[src/rtl/viterbi_chan_pkg.sv]
// Shared types and constants for the burst-error channel model.
// Holds the FSM state type, the LFSR polynomial and two small helper functions.
package viterbi_chan_pkg;

    typedef enum logic [1:0] {
        IDLE,
        BURST,
        DONE
    } chan_state_t;

    localparam logic [31:0] LFSR_TAPS    = 32'h8020_0003;
    localparam logic [31:0] DEFAULT_SEED = 32'hACE1_1234;

    // Right-shifting Galois step: the bit shifted out selects the tap XOR.
    function automatic logic [31:0] lfsr_step(input logic [31:0] s);
        return s[0] ? ((s >> 1) ^ LFSR_TAPS) : (s >> 1);
    endfunction

    function automatic logic [5:0] popcount32(input logic [31:0] v);
        logic [5:0] n;
        n = '0;
        for (int i = 0; i < 32; i++) begin
            n = n + {5'd0, v[i]};
        end
        return n;
    endfunction

endpackage

[src/rtl/chan_lfsr.sv]
// 32-bit Galois LFSR with a synchronous reseed and an advance enable.
// Reseed takes priority over advance.
module chan_lfsr
    import viterbi_chan_pkg::*;
#(
    parameter logic [31:0] SEED = DEFAULT_SEED
) (
    input  logic        clk,
    input  logic        rst,
    input  logic        reseed_i,
    input  logic        adv_i,
    output logic [31:0] state_o
);

    logic [31:0] lfsr_q, lfsr_d;

    always_comb begin
        lfsr_d = lfsr_q;
        if (reseed_i) begin
            lfsr_d = SEED;
        end else if (adv_i) begin
            lfsr_d = lfsr_step(lfsr_q);
        end
    end

    always_ff @(posedge clk or negedge rst) begin
        if (!rst) begin
            lfsr_q <= SEED;
        end else begin
            lfsr_q <= lfsr_d;
        end
    end

    assign state_o = lfsr_q;

endmodule

[src/rtl/burst_error_channel.sv]
// Noisy channel: XORs random bursts of errors into code symbols inside a measurement window.
// Optional erasure flag output is built when CHANNEL_ERASURE_EN is defined.
module burst_error_channel
    import viterbi_chan_pkg::*;
#(
    parameter int unsigned SYM_W     = 2,
    parameter int unsigned BURST_MAX = 4,
    parameter int unsigned WINDOW    = 256,
    parameter int unsigned CNT_W     = 16,
    parameter logic [31:0] SEED      = DEFAULT_SEED
) (
    input  logic                             clk,
    input  logic                             rst,
    input  logic                             clr_i,
    input  logic                             inj_en_i,
    input  logic [4:0]                       rate_i,
    input  logic [$clog2(BURST_MAX+1)-1:0]   burst_len_i,
    input  logic                             valid_i,
    input  logic [SYM_W-1:0]                 sym_i,
    output logic                             valid_o,
    output logic [SYM_W-1:0]                 sym_o,
    output logic [SYM_W-1:0]                 err_mask_o,
    output logic                             win_done_o,
    output logic [CNT_W-1:0]                 err_sym_ct_o,
    output logic [CNT_W-1:0]                 bad_bit_ct_o,
    output logic [$clog2(WINDOW+1)-1:0]      sym_ct_o
`ifdef CHANNEL_ERASURE_EN
    ,
    output logic                             erase_o
`endif
);

    localparam int unsigned LEN_W = $clog2(BURST_MAX + 1);
    localparam int unsigned CT_W  = $clog2(WINDOW + 1);
    localparam int unsigned SUM_W = CNT_W + 1;

    chan_state_t       state_q, state_d;
    logic [LEN_W-1:0]  rem_q, rem_d;
    logic [CT_W-1:0]   sym_ct_q, sym_ct_d;
    logic [CNT_W-1:0]  err_ct_q, err_ct_d;
    logic [CNT_W-1:0]  bit_ct_q, bit_ct_d;
    logic              valid_q, valid_d;
    logic [SYM_W-1:0]  sym_q, sym_d;
    logic [SYM_W-1:0]  mask_q, mask_d;

    logic              accept;
    logic [31:0]       lfsr;
    logic [31:0]       rate_mask;
    logic              trigger;
    logic [LEN_W-1:0]  len;
    logic [SYM_W-1:0]  rnd_mask;
    logic [SYM_W-1:0]  hit_mask;
    logic              corrupt;
    logic [SYM_W-1:0]  mask_sel;
    logic [SUM_W-1:0]  err_sum;
    logic [SUM_W-1:0]  bit_sum;

    assign accept = valid_i & ~clr_i;

    chan_lfsr #(
        .SEED (SEED)
    ) u_lfsr (
        .clk      (clk),
        .rst      (rst),
        .reseed_i (clr_i),
        .adv_i    (accept),
        .state_o  (lfsr)
    );

    always_comb begin
        rate_mask = (32'd1 << rate_i) - 32'd1;
        trigger   = (rate_i != 5'd0) && ((lfsr & rate_mask) == rate_mask);

        if (burst_len_i == '0) begin
            len = LEN_W'(1);
        end else if (burst_len_i > LEN_W'(BURST_MAX)) begin
            len = LEN_W'(BURST_MAX);
        end else begin
            len = burst_len_i;
        end

        // An all-zero random mask would be a silent corruption, so force one flipped bit.
        rnd_mask = lfsr[SYM_W+7:8];
        hit_mask = (rnd_mask == '0) ? SYM_W'(1) : rnd_mask;
    end

    always_comb begin
        state_d  = state_q;
        rem_d    = rem_q;
        sym_ct_d = sym_ct_q;
        corrupt  = 1'b0;

        if (accept) begin
            unique case (state_q)
                IDLE: begin
                    if (inj_en_i && trigger) begin
                        corrupt = 1'b1;
                        rem_d   = len - LEN_W'(1);
                        if (len != LEN_W'(1)) begin
                            state_d = BURST;
                        end
                    end
                end
                BURST: begin
                    if (!inj_en_i) begin
                        state_d = IDLE;
                        rem_d   = '0;
                    end else begin
                        corrupt = 1'b1;
                        rem_d   = rem_q - LEN_W'(1);
                        if (rem_q == LEN_W'(1)) begin
                            state_d = IDLE;
                        end
                    end
                end
                DONE: begin
                end
                default: begin
                    state_d = IDLE;
                end
            endcase

            // Window end overrides any burst still in progress.
            if (state_q != DONE) begin
                sym_ct_d = sym_ct_q + CT_W'(1);
                if (sym_ct_d == CT_W'(WINDOW)) begin
                    state_d = DONE;
                    rem_d   = '0;
                end
            end
        end

        if (clr_i) begin
            state_d  = IDLE;
            rem_d    = '0;
            sym_ct_d = '0;
        end
    end

    always_comb begin
        mask_sel = corrupt ? hit_mask : '0;
        err_sum  = {1'b0, err_ct_q} + SUM_W'(1);
        bit_sum  = {1'b0, bit_ct_q} + SUM_W'(popcount32(32'(mask_sel)));

        valid_d  = valid_i & ~clr_i;
        sym_d    = sym_q;
        mask_d   = mask_q;
        err_ct_d = err_ct_q;
        bit_ct_d = bit_ct_q;

        if (accept) begin
            sym_d  = sym_i ^ mask_sel;
            mask_d = mask_sel;
            if (corrupt) begin
                err_ct_d = err_sum[CNT_W] ? '1 : err_sum[CNT_W-1:0];
                bit_ct_d = bit_sum[CNT_W] ? '1 : bit_sum[CNT_W-1:0];
            end
        end

        if (clr_i) begin
            sym_d    = '0;
            mask_d   = '0;
            err_ct_d = '0;
            bit_ct_d = '0;
        end
    end

    always_ff @(posedge clk or negedge rst) begin
        if (!rst) begin
            state_q  <= IDLE;
            rem_q    <= '0;
            sym_ct_q <= '0;
            err_ct_q <= '0;
            bit_ct_q <= '0;
            valid_q  <= 1'b0;
            sym_q    <= '0;
            mask_q   <= '0;
        end else begin
            state_q  <= state_d;
            rem_q    <= rem_d;
            sym_ct_q <= sym_ct_d;
            err_ct_q <= err_ct_d;
            bit_ct_q <= bit_ct_d;
            valid_q  <= valid_d;
            sym_q    <= sym_d;
            mask_q   <= mask_d;
        end
    end

    assign valid_o      = valid_q;
    assign sym_o        = sym_q;
    assign err_mask_o   = mask_q;
    assign win_done_o   = (state_q == DONE);
    assign err_sym_ct_o = err_ct_q;
    assign bad_bit_ct_o = bit_ct_q;
    assign sym_ct_o     = sym_ct_q;

`ifdef CHANNEL_ERASURE_EN
    logic erase_q, erase_d;

    always_comb begin
        erase_d = erase_q;
        if (accept) begin
            erase_d = corrupt;
        end
        if (clr_i) begin
            erase_d = 1'b0;
        end
    end

    always_ff @(posedge clk or negedge rst) begin
        if (!rst) begin
            erase_q <= 1'b0;
        end else begin
            erase_q <= erase_d;
        end
    end

    assign erase_o = erase_q;
`endif

endmodule

[config.mk]
export PLATFORM = sky130hd
export DESIGN_NAME = burst_error_channel
export DESIGN_NICKNAME = d
export VERILOG_FILES = /design/src/rtl/viterbi_chan_pkg.sv /design/src/rtl/chan_lfsr.sv /design/src/rtl/burst_error_channel.sv
export SDC_FILE = /design/constraint.sdc
export NUM_CORES = 1
export LEC_CHECK = 0
export BUFFER_PORTS_ARGS = -buffer_cell sky130_fd_sc_hd__buf_2
export CORE_ASPECT_RATIO = 1.1
export CORE_MARGIN = 3
export CORE_UTILIZATION = 30
export CTS_BUF_LIST = sky130_fd_sc_hd__clkbuf_4
export DETAILED_ROUTE_END_ITERATION = 7
export PLACE_DENSITY = 0.48
export SLEW_MARGIN = 5
export SYNTH_ARGS = -nofsm -noshare
export SYNTH_HDL_FRONTEND = slang
export SYNTH_SLANG_ARGS = --single-unit
[constraint.sdc]
create_clock -name clk -period 9.5 [get_ports clk]
set_input_delay 0.95 -clock clk [delete_from_list [all_inputs] [get_ports clk]]
set_output_delay 0.95 -clock clk [all_outputs]
set_load 0.02 [all_outputs]
Yosys cells after proc, flatten, opt, wreduce, memory -nomap -nowiden
Cells that the tools add are included.

operators by class
  eq/ne operators = 7
  reductions and logical operators = 11
  bitwise logic cells = 5
  magnitude comparators = 1
  muxes and demuxes = 42
  shifts and indexed selects = 1
  add/sub/neg operators = 7

operator list
  cell                     count
  $mux W16                 8
  $mux W32                 3
  $and A32 B32 Y32         1
  $eq A32 B32 Y1           1
  $shl A1 B5 Y32 const A   1
  $sub A32 B1 Y32 const B  1
  $mux W2                  14
  $mux W9                  3
  $mux W3                  8
  $add A16 B1 Y17 const B  1
  $add A16 B2 Y17          1
  $add A9 B1 Y9 const B    1
  $eq A9 B9 Y1 const B     1
  $pmux W2 S3              1
  $pmux W3 S2              1
  $reduce_bool A2 Y1       3
  $sub A3 B1 Y3 const B    2
  $reduce_bool A5 Y1       1
  $logic_not A2 Y1         2
  $not A3 Y4               1
  $reduce_and A2 Y1        2
  $eq A3 B1 Y1 const B     1
  $gt A3 B3 Y1 const B     1
  $logic_not A3 Y1         1
  other kinds (11)         14

storage, ports and cells
  flip-flop bits (word level) = 83
  output and inout port bits = 47
  word-level logic and storage cells = 83
  input port bits = 15

Longest topological paths before layout
Gate-level depths: netlist of the first run.

  depth in word-level cells = 16
  gate-level depth with buffers = 26
  depth with buffers taken out = 20

Modules after synthesis
Synthesis of the first run repeated with hierarchy kept, for this count alone.

unflattened totals
  cell total of the unflattened synthesis = 558
  area total of the unflattened synthesis = 5108.6 µm²

modules (own cells, without submodules)
  module               times used  area each (µm²)  sequential area each (µm²)  cells an instance
  burst_error_channel  1           3734.8           1276.2                      451
  chan_lfsr            1           1373.8           817.0                       107

Least setup slack after synthesis of the first run
Ideal clock, no wire load.

  kind = input-to-reg
  start = input rate_i[1]
  end = register bit_ct_q[2], in the netlist bad_bit_ct_o[2]
  data required time = 9399 ps
  buffers on the path = 6
  setup time = 101 ps
  arrival time = 5769 ps
  stages on the path = 25
  setup slack = 3630 ps
  cell sequence = buf_2 > buf_2 > nor4_1 > nand2_1 > ha_1 > buf_2 > a221oi_2 > a2bb2o_4 > a2111o_1 > nor4b_4 > a22o_4 > buf_6 > buf_2 > nand2_1 > fa_1 > inv_1 > ha_1 > and3_1 > and3_1 > and3_1 > nand3_1 > clkbuf_1 > nand3_1 > nor2_1 > nor4_1

between the ends
  word-level cells in the longest chain between the ends = 16
  elaborated cells between the ends (all ways) = 19

RTL lines
  item                    RTL line                    source
  start: declaration      burst_error_channel.sv:16   input logic [4:0] rate_i,
  $shl A1 B5 Y32          burst_error_channel.sv:71   rate_mask = (32'd1 << rate_i) - 32'd1;
  $sub A32 B1 Y32         burst_error_channel.sv:71
  $and A32 B32 Y32        burst_error_channel.sv:72   trigger = (rate_i != 5'd0) && ((lfsr & rate_mask) == rate_mask);
  $eq A32 B32 Y1          burst_error_channel.sv:72
  $logic_and A1 B1 Y1 *   burst_error_channel.sv:72
  $logic_and A1 B1 Y1 *   burst_error_channel.sv:96   if (inj_en_i && trigger) begin
  $mux W1 *               burst_error_channel.sv:96
  $pmux W1 S2 *           burst_error_channel.sv:94   unique case (state_q)
  $mux W1 *               burst_error_channel.sv:93   if (accept) begin
  $mux W2                 burst_error_channel.sv:141  mask_sel = corrupt ? hit_mask : '0;
  $add A1 B1 Y2           viterbi_chan_pkg.sv:23      n = n + {5'd0, v[i]};
  $add A16 B2 Y17         burst_error_channel.sv:143  bit_sum = {1'b0, bit_ct_q} + SUM_W'(popcount32(32'(mask_sel)));
  $mux W16                burst_error_channel.sv:156  bit_ct_d = bit_sum[CNT_W] ? '1 : bit_sum[CNT_W-1:0];
  $mux W16                burst_error_channel.sv:154  if (corrupt) begin
  $mux W16                burst_error_channel.sv:151  if (accept) begin
  $mux W16                burst_error_channel.sv:160  if (clr_i) begin
  end signal: assignment  burst_error_channel.sv:183  bit_ct_q <= bit_ct_d;
  end: declaration        burst_error_channel.sv:41   logic [CNT_W-1:0] bit_ct_q, bit_ct_d;

Every way passes the cells marked *; elsewhere a longest branch is shown, timed or not. The select of a mux whose other input is x is not followed.
A chain may end at the register's enable or synchronous reset.

Worst setup path in the final report of the first run
Same ends and word-level chain as after synthesis.

==> results_dict.tcl, run 1 <==
set metrics [dict create \
    status "finished, final reports clean" \
    first_global_vias 4399 \
    yosysWarnings 0 \
    drc 0 \
    hold_path.class "in2async" \
    grt_most_used_layer "met2" \
    slowest_delay_ns 0.47 \
    wire_per_inst_um 17.5 \
    grtUsageMet3_pct 3.34 \
    avgSynthCellArea_um2 9.02 \
    p_per_area_mw_per_mm2 124 \
    grt-ovfl-total 0 \
    nNetsFinal 619 \
    post-route-min-period_ns 6.41 \
    period_share_pct 67.5 \
    drt-pass1-iter-count 5 \
    antenna_found_initial 0 \
    reg2reg_depth 17 \
    h-tree-depth 3 \
    cp_max_fo 48 \
    netlist_area_mm2 0.00506 \
    clkPwrFrac_pct 33.6 \
    grt_pass1_wl_um 23400 \
    viasPerCell 5.62 \
    ctsResizeCount 0 \
    setup_tns_ns 0 \
    synth_edf_count 0 \
    ir_worst_vdd_v 0.0000637 \
    ioPinCount 62 \
    p_switching_uw 194 \
    max_freq_mhz 156 \
    fin_util_pct 34.2 \
    slowest_stage "nor4_1" \
    core_mm2 0.0164 \
    crit_type "in2reg" \
    worstReg2RegEnd "bad_bit_ct_o[2]" \
    port_buffers 61 \
    critPathCaptureType "flip-flop" \
    slew_violations 0 \
    antenna_cells 0 \
    hold_violations 0 \
    leakage_uw 0.00249 \
    multi_input_area_mm2 0.00271 \
    final_layout_size_suffix_gt1_share_pct 17.5 \
    ff_latch_area_mm2 0.00209 \
    drt-total-wl_um 14100 \
    postCtsSetupRepairBufs 0 \
    die-area_mm2 0.0185 \
    die_x_um 130 \
    hpwl_um 9530 \
    insertion_delay_ns 0.46 \
    clkTransAtPathRegs_ns 0.14 \
    cts_tree "yes" \
    ys_async_sr_fraction_pct 100 \
    area_growth_syn_to_layout_pct 11.2 \
    setup_viol 0 \
    tightest_slew_ns 0.816 \
    combPwrFrac_pct 11.9 \
    antenna_left 0 \
    cp_cell_sequence "buf_2 -> nor4_1 -> nand2_1 -> ha_1 -> and3_1 -> a221oi_2 -> a2bb2o_4 -> a2111o_1 -> nor4b_4 -> a22o_4 -> nand2_1 -> fa_1 -> inv_1 -> ha_1 -> and3_1 -> and3_1 -> and3_1 -> nand3_1 -> nand3_1 -> nor2_1 -> nor4_1" \
    maxCapViolations 0 \
    fillers 1735 \
    internal-power_uw 505 \
    vias 4526 \
    grtUsageMet1_pct 21.9 \
    critPathRequiredTime_ns 9.86 \
    clk_path_buf_depth 2 \
    numCtsBuffers 9 \
    cp.arrival_ns 6.77 \
    worst-path-buf-inv 2 \
    synth_seq_cells 83 \
    synth_nets 584 \
    synth_seq_area_share_pct 41.4 \
    synth_cell_types 73 \
    rr_startpoint "u_lfsr.state_o[16]" \
    path_delay_family "simple AND/OR/NAND/NOR gates" \
    holdBufCountCts 0 \
    rsz0062_at_grt "no" \
    synthCells 561 \
    finClkSkew_ns 0.0240 \
    crit_path_start_kind "input pin" \
    hold_slack_ns 0.355 \
    die_h_um 142 \
    cts-root-buf "clkbuf_4" \
    crit_path_frequent_cell "and3_1" \
    grt_use_total_pct 15.8 \
    grt_util_met2_pct 24.2 \
    timing.reg2reg.setup_slack_ns 4.74 \
    netSwitchingFraction_pct 27.8 \
    gp_congestion 0.870 \
    relSlewSlack_pct 45.6 \
    clock-sinks 83 \
    synth-main-ff-cell "dfrtp_1" \
    grt_max_degree 62 \
    drtIter0Drc 327 \
    power_frac_seq_pct 54.5 \
    placementRows 49 \
    start_util_pct 30.8 \
]
-- power by group through the flow --
stage | sequential, uW | combinational (uW) | clock, uW
6_report | 381 | 83.2 | 235
2_1_floorplan | 383 | 57.5 | 0
4_1_cts | 381 | 84.2 | 247
5_1_grt | 383 | 93.5 | 263
3_3_place_gp | 387 | 83.1 | 0
3_5_place_dp | 388 | 83.8 | 0
-- flip-flops by register name (all words and copies together), names as in the netlist --
register	flops
err_mask_o	2
state_q	2
u_lfsr.state_o	32
sym_ct_o	9
err_sym_ct_o	16
sym_o	2
bad_bit_ct_o	16
valid_o	1
rem_q	3
-- synthesized netlist by cell type, types with 12 or more instances --
master | instances | area (um^2)
nand3_1 | 22 | 110
nand2_1 | 61 | 229
clkbuf_1 | 25 | 93.8
a31oi_1 | 12 | 75.1
a311oi_1 | 13 | 114
mux2i_1 | 31 | 310
dfstp_2 | 13 | 342
inv_1 | 20 | 75.1
nor2_1 | 48 | 180
o21ai_0 | 25 | 125
a21oi_1 | 22 | 110
dfrtp_1 | 70 | 1750
nor3_1 | 14 | 70.1
and3_1 | 16 | 100
buf_2 | 14 | 70.1
-- cell type report --
type	count	share of cell area, %
Tap cell	204	4.54
Sequential cell	83	37.2
Timing Repair Buffer	65	6.00
Clock buffer	10	1.33
Clock inverter	6	1.45
Multi-Input combinational cell	416	48.1
Inverter	21	1.40
-- through the flow --
step	total power (uW)	cells	setup WS, ns	cell area (um^2)
2_1_floorplan	441	561	3.63	5060
3_3_place_gp	470	789	2.79	5470
3_5_place_dp	471	789	2.61	5470
4_1_cts	712	805	3.09	5630
5_1_grt	740	805	2.57	5630
6_report	699	805	3.09	5630
-- worst register-to-register path: cells and delay by family (launching register included) --
family                     cells  cell delay (ns)
and+or+nand+nor               11             2.32
adders and majority gates      2             0.58
buffers and inverters          1             0.09
AOI/OAI and AO/OA              3             1.04
DFF                            1             0.65
-- worst max-delay path by stage --
stage / cells past startpoint / slack, ns / start / endpoint
global placement: 21 / 2.79 / rate_i[1] / bad_bit_ct_o[3]
finish: 21 / 3.09 / rate_i[1] / bad_bit_ct_o[2]
detailed placement: 21 / 2.61 / rate_i[1] / bad_bit_ct_o[7]
floorplan: 25 / 3.63 / rate_i[1] / bad_bit_ct_o[2]
global route: 21 / 2.57 / rate_i[1] / bad_bit_ct_o[2]
CTS: 21 / 3.09 / rate_i[1] / bad_bit_ct_o[7]
-- logic make-up (layout without fill, tap and decap cells) --
family                     count (synthesis)  after routing  synth area share [%]
and+or+nand+nor                          228            228                  23.2
AOI/OAI and AO/OA                        135            135                  19.4
DFF                                       83             83                  41.4
buffers and inverters                     62            102                  5.17
muxes                                     33             33                  6.58
xor gates and xnor gates                  11             11                  1.90
adders and majority gates                  9              9                  2.32
-- placed cells by master, fill, tap and decap left out, types with 10 or more instances in the layout --
cell type | synthesis | routed
nand3_1 | 22 | 22
mux2i_1 | 31 | 31
buf_2 | 14 | 60
clkbuf_4 | 0 | 10
a21oi_1 | 22 | 22
a31oi_1 | 12 | 12
inv_1 | 20 | 20
dfrtp_1 | 70 | 70
o21ai_0 | 25 | 25
nor3_1 | 14 | 14
nor2_1 | 48 | 48
and3_1 | 16 | 16
nand2_1 | 61 | 61
dfstp_2 | 13 | 13
a311oi_1 | 13 | 13
-- routing by layer --
metal	routed length, um	share of wire (%)	vias up
met2	6430	46	142
met5	0	0	-
met1	6610	47	2220
met4	342	2.4	0
li1	-	-	2138
met3	691	4.9	26
Note: power is estimated with default switching activity, not from simulation.
==> run 2, diff against run 1 <==
==> constraint.sdc (replaced) <==
create_clock -name clk -period 6.4 [get_ports clk]
set_input_delay 0.64 -clock clk [delete_from_list [all_inputs] [get_ports clk]]
set_output_delay 0.64 -clock clk [all_outputs]
set_load 0.02 [all_outputs]
==> results_dict.tcl, run 2 (synthesis gave the netlist of run 1 again) <==
set metrics [dict create \
    status "finished, final reports clean" \
    slowest_delay_ns 0.50 \
    clkTransAtPathRegs_ns 0.14 \
    grt_max_degree 84 \
    max_freq_mhz 181 \
    die_h_um 142 \
    fillers 1729 \
    wire_per_inst_um 17.4 \
    crit_path_frequent_cell "and3_1" \
    slowest_stage "ha_1" \
    dp_slack_ns 0.401 \
    vias 4465 \
    viasPerCell 5.52 \
    multi_input_area_mm2 0.00271 \
    grt_use_total_pct 15.8 \
    leakage_uw 0.00249 \
    antenna_found_initial 0 \
    p_per_area_mw_per_mm2 178 \
    clock-sinks 83 \
    largest_reg_flops 32 \
    final_common_cell "dfrtp_1" \
    maxCapViolations 0 \
    h-tree-depth 3 \
    cp_max_fo 23 \
    tightest_slew_ns 1.10 \
    relSlewSlack_pct 26.5 \
    port_buffers 61 \
    finClkSkew_ns 0.0218 \
    ctsResizeCount 0 \
    post-route-min-period_ns 5.53 \
    slew_violations 0 \
    first_global_vias 4350 \
    nNetsFinal 623 \
    drc 0 \
    rsz0062_at_grt "no" \
    final_cell_mix "70 x dfrtp_1, 61 x nand2_1, 60 x buf_2, 48 x nor2_1, 31 x mux2i_1" \
    area_growth_syn_to_layout_pct 11.3 \
    cp.arrival_ns 5.91 \
    grt-ovfl-total 0 \
    critPathCaptureType "flip-flop" \
    antenna_cells 0 \
    die-area_mm2 0.0185 \
    start_util_pct 30.8 \
    ff_latch_area_mm2 0.00209 \
    gp_congestion 0.946 \
    grt_pass1_wl_um 23500 \
    clk_path_buf_depth 2 \
    die_x_um 130 \
    ir_worst_vdd_v 0.0000953 \
    drt-total-wl_um 14100 \
    setup_viol 0 \
    period_share_pct 86.5 \
    antenna_left 0 \
    final_layout_size_suffix_gt1_share_pct 18.0 \
    hold_path.class "in2async" \
    path_delay_family "simple AND/OR/NAND/NOR gates" \
    core_mm2 0.0164 \
    hpwl_um 9300 \
    drtIter0Drc 354 \
    cts_tree "yes" \
    cts-root-buf "clkbuf_4" \
    numCtsBuffers 9 \
    holdBufCountCts 0 \
    insertion_delay_ns 0.46 \
    critPathRequiredTime_ns 6.78 \
    placementRows 49 \
    worst-path-buf-inv 2 \
    drt-pass1-iter-count 4 \
    postCtsSetupRepairBufs 0 \
    crit_path_start_kind "input pin" \
    fin_util_pct 34.3 \
    cp_cell_sequence "buf_2 -> nor4_1 -> nand2_1 -> ha_1 -> and3_1 -> a221oi_2 -> a2bb2o_4 -> a2111o_1 -> nor4b_4 -> a22o_4 -> nand2_1 -> fa_1 -> inv_1 -> ha_1 -> and3_1 -> and3_1 -> and3_1 -> nand3_1 -> nand3_1 -> mux2i_1 -> nor3_1" \
    crit_type "in2reg" \
    setup_tns_ns 0 \
    layout_setup_ws_ns 0.866 \
    hold_violations 0 \
    ioPinCount 62 \
]
run 2: changes by cell type in the layout (fill, tap and decap cells not counted), sizes merged:
cell	delta
clkinvlp	+2
bufinv	-1
buf	+4
clkinv	-1
run 2: path summary, 6_finish.rpt:
path	from	end	slack, ns	depth (start not counted)
worst min-delay path	rst	err_sym_ct_o[12]	0.36	1
min in group clk	sym_i[1]	sym_o[1]	0.47	3
worst max register to register	u_lfsr.state_o[5]	bad_bit_ct_o[7]	1.94	16
worst min register to register	rem_q[1]	rem_q[1]	0.51	2
worst max-delay path	rate_i[4]	bad_bit_ct_o[7]	0.87	21
max in group asynchronous	rst	u_lfsr.state_o[1]	5.30	1
run 2: through the flow:
step / instances / instance area [um^2] / power [uW] / hold WS, ns
2_1_floorplan: 561 / 5060 / 654 / 0.344
3_3_place_gp: 793 / 5500 / 700 / 0.476
3_5_place_dp: 793 / 5500 / 702 / 0.482
4_1_cts: 809 / 5630 / 1020 / 0.390
5_1_grt: 809 / 5630 / 1070 / 0.402
6_report: 809 / 5630 / 1000 / 0.356
run 2: worst reg2reg max path, delay by kind of cell, from the launching register on:
kind                       cells  cell delay, ns
AOI/OAI and AO/OA              4            1.02
buffers and inverters          1            0.08
adders and majority gates      2            0.59
DFF                            1            0.63
muxes                          1            0.10
and+or+nand+nor                8            1.95
run 2: per-layer routing:
metal / global-route usage (%) / vias up / wire length (um) / part of all wire, %
met1: 23.2 / 2206 / 6770 / 48
met5: 0 / - / 0 / 0
li1: - / 2142 / - / -
met4: 4.76 / 0 / 204 / 1.4
met2: 23.4 / 101 / 6400 / 45
met3: 3.60 / 16 / 699 / 5.0
run 2: final cells by class:
class	count	area share, %
tap	204	4.53
inverter	21	1.40
timing repair buffer	69	6.53
clock inverter	6	1.02
multi-input combinational	416	48.0
sequential	83	37.2
clock buffer	10	1.33
run 2: where the power goes:
| part | internal, uW | leakage [uW] | switching [uW] | total (uW) |
|---|---|---|---|---|
| combinational | 45.9 | 0.00132 | 80.5 | 126 |
| clock | 120 | 0.0000675 | 191 | 312 |
| sequential | 545 | 0.00110 | 19.5 | 564 |
| total | 711 | 0.00249 | 291 | 1000 |
==> run 3, diff against run 2 <==
--- a/config.mk
+++ b/config.mk
@@ -6,12 +6,14 @@
 export NUM_CORES = 1
 export LEC_CHECK = 0
 export BUFFER_PORTS_ARGS = -buffer_cell sky130_fd_sc_hd__buf_2
+export CAP_MARGIN = 30
 export CORE_ASPECT_RATIO = 1.1
 export CORE_MARGIN = 3
 export CORE_UTILIZATION = 30
 export CTS_BUF_LIST = sky130_fd_sc_hd__clkbuf_4
 export DETAILED_ROUTE_END_ITERATION = 7
 export PLACE_DENSITY = 0.48
+export REMOVE_ABC_BUFFERS = 1
 export SLEW_MARGIN = 5
 export SYNTH_ARGS = -nofsm -noshare
 export SYNTH_HDL_FRONTEND = slang
==> results_dict.tcl, run 3 (synthesis gave the netlist of run 1 again) <==
set metrics [dict create \
    finClkSkew_ns 0.0297 \
    rsz0062_at_grt "no" \
    grt_use_total_pct 15.8 \
    multi_input_area_mm2 0.00271 \
    p_per_area_mw_per_mm2 185 \
    cp.arrival_ns 6.17 \
    viasPerCell 5.53 \
    dp_slack_ns 0.100 \
    antenna_left 0 \
    postCtsSetupRepairBufs 0 \
    max_freq_mhz 173 \
    ir_worst_vdd_v 0.0000631 \
    fillers 1717 \
    hold_slack_ns 0.476 \
    setup_tns_ns 0 \
    final_layout_size_suffix_gt1_share_pct 18.3 \
    clkTransAtPathRegs_ns 0.14 \
    dp.cells 793 \
    slew_violations 0 \
    drt-pass1-iter-count 4 \
    leakage_uw 0.00252 \
    area_growth_syn_to_layout_pct 12.1 \
    holdBufCountCts 1 \
    period_share_pct 90.3 \
    critPathCaptureType "flip-flop" \
    crit_path_start_kind "input pin" \
    grt_max_degree 68 \
    numCtsBuffers 9 \
    drtIter0Drc 296 \
    final_common_cell "dfrtp_1" \
    hold_path.class "in2reg" \
    layout_setup_ws_ns 0.621 \
    critPathRequiredTime_ns 6.80 \
    first_global_vias 4410 \
    h-tree-depth 3 \
    vias 4484 \
    clock-sinks 83 \
    core_mm2 0.0164 \
    hold_violations 0 \
    grt_pass1_wl_um 23400 \
    wire_per_inst_um 17.5 \
    ff_latch_area_mm2 0.00209 \
    instances_no_fill 811 \
    ioPinCount 62 \
    largest_reg_flops 32 \
    gp_congestion 0.980 \
    port_buffers 61 \
    nNetsFinal 624 \
    drc 0 \
    post-route-min-period_ns 5.78 \
    die_x_um 130 \
    final_cell_mix "70 x dfrtp_1, 61 x nand2_1, 60 x buf_2, 48 x nor2_1, 31 x mux2i_1" \
    ctsResizeCount 0 \
    start_util_pct 30.8 \
    placementRows 49 \
    cp_max_fo 23 \
    relSlewSlack_pct 42.3 \
    crit_type "in2reg" \
    clk_path_buf_depth 2 \
    setup_viol 0 \
    hold_depth 3 \
    drt-total-wl_um 14200 \
    insertion_delay_ns 0.47 \
    grt-ovfl-total 0 \
    cts-root-buf "clkbuf_4" \
    die_h_um 142 \
    cts_tree "yes" \
    antenna_found_initial 1 \
    tightest_slew_ns 0.866 \
    die-area_mm2 0.0185 \
    hpwl_um 9690 \
    maxCapViolations 0 \
    status "finished, final reports clean" \
    reg2reg_depth 16 \
]
==> run 3: cell types whose count changed in the layout (fill, tap and decap cells not counted) <==
cell,before,now
bufinv_16,1,2
clkbuf_4,10,11
clkinv_1,3,1
clkinv_2,1,2
clkinv_4,0,1
clkinvlp_4,2,0
diode_2,0,1
dlygate4sd3_1,0,1
==> run 3: area by class of cell <==
type                            instances  area share [%]
Sequential cell                        83            36.9
Tap cell                              204            4.50
Inverter                               21            1.39
Clock buffer                           11            1.46
Antenna cell                            1          0.0441
Multi-Input combinational cell        416            47.7
Clock inverter                          5            1.39
Timing Repair Buffer                   70            6.66
==> run 3: power breakdown <==
| group | leakage [uW] | switching (uW) | internal (uW) | total, uW |
|---|---|---|---|---|
| Clock | 0.0000908 | 189 | 167 | 356 |
| Sequential | 0.00110 | 19.9 | 545 | 565 |
| Combinational | 0.00133 | 80.4 | 46.4 | 127 |
| Total | 0.00252 | 290 | 758 | 1050 |
==> run 3: final timing paths <==
check,slack [ns],end,start
min in group asynchronous,0.56,sym_ct_o[0],rst
hold / removal,0.48,sym_o[1],sym_i[1]
hold reg to reg,0.50,err_mask_o[1],err_mask_o[1]
setup / recovery,0.62,bad_bit_ct_o[7],rate_i[4]
max in group asynchronous,4.68,u_lfsr.state_o[17],rst
setup reg to reg,2.04,bad_bit_ct_o[7],u_lfsr.state_o[5]
==> run 3: metal layers <==
metal	GRT usage, %	routed length [um]	part of all wire (%)
met5	0	0	0
met4	7.49	440	3.1
met2	24.4	6640	47
met1	21.8	6590	46
met3	2.29	546	3.8
==> run 3: stage by stage <==
| stage | total power, uW | cell area (um^2) | utilization (%) |
|---|---|---|---|
| after floorplan | 635 | 4880 | - |
| after global placement | 701 | 5500 | 33.5 |
| after detailed placement | 702 | 5500 | 33.5 |
| after CTS | 1060 | 5670 | 34.5 |
| after global routing | 1100 | 5670 | 34.5 |
| final | 1050 | 5670 | 34.5 |
==> run 3: critical path, cell delays in order <==
cell and delay (ns):
buf_2 0.22, nor4_1 0.57, nand2_1 0.12, ha_1 0.49, and3_1 0.32, a221oi_2 0.19
a2bb2o_4 0.23, a2111o_1 0.47, nor4b_4 0.34, a22o_4 0.19, nand2_1 0.09, fa_1 0.40
inv_1 0.08, ha_1 0.18, and3_1 0.20, and3_1 0.23, and3_1 0.25, nand3_1 0.45
nand3_1 0.25, mux2i_1 0.09, nor3_1 0.17
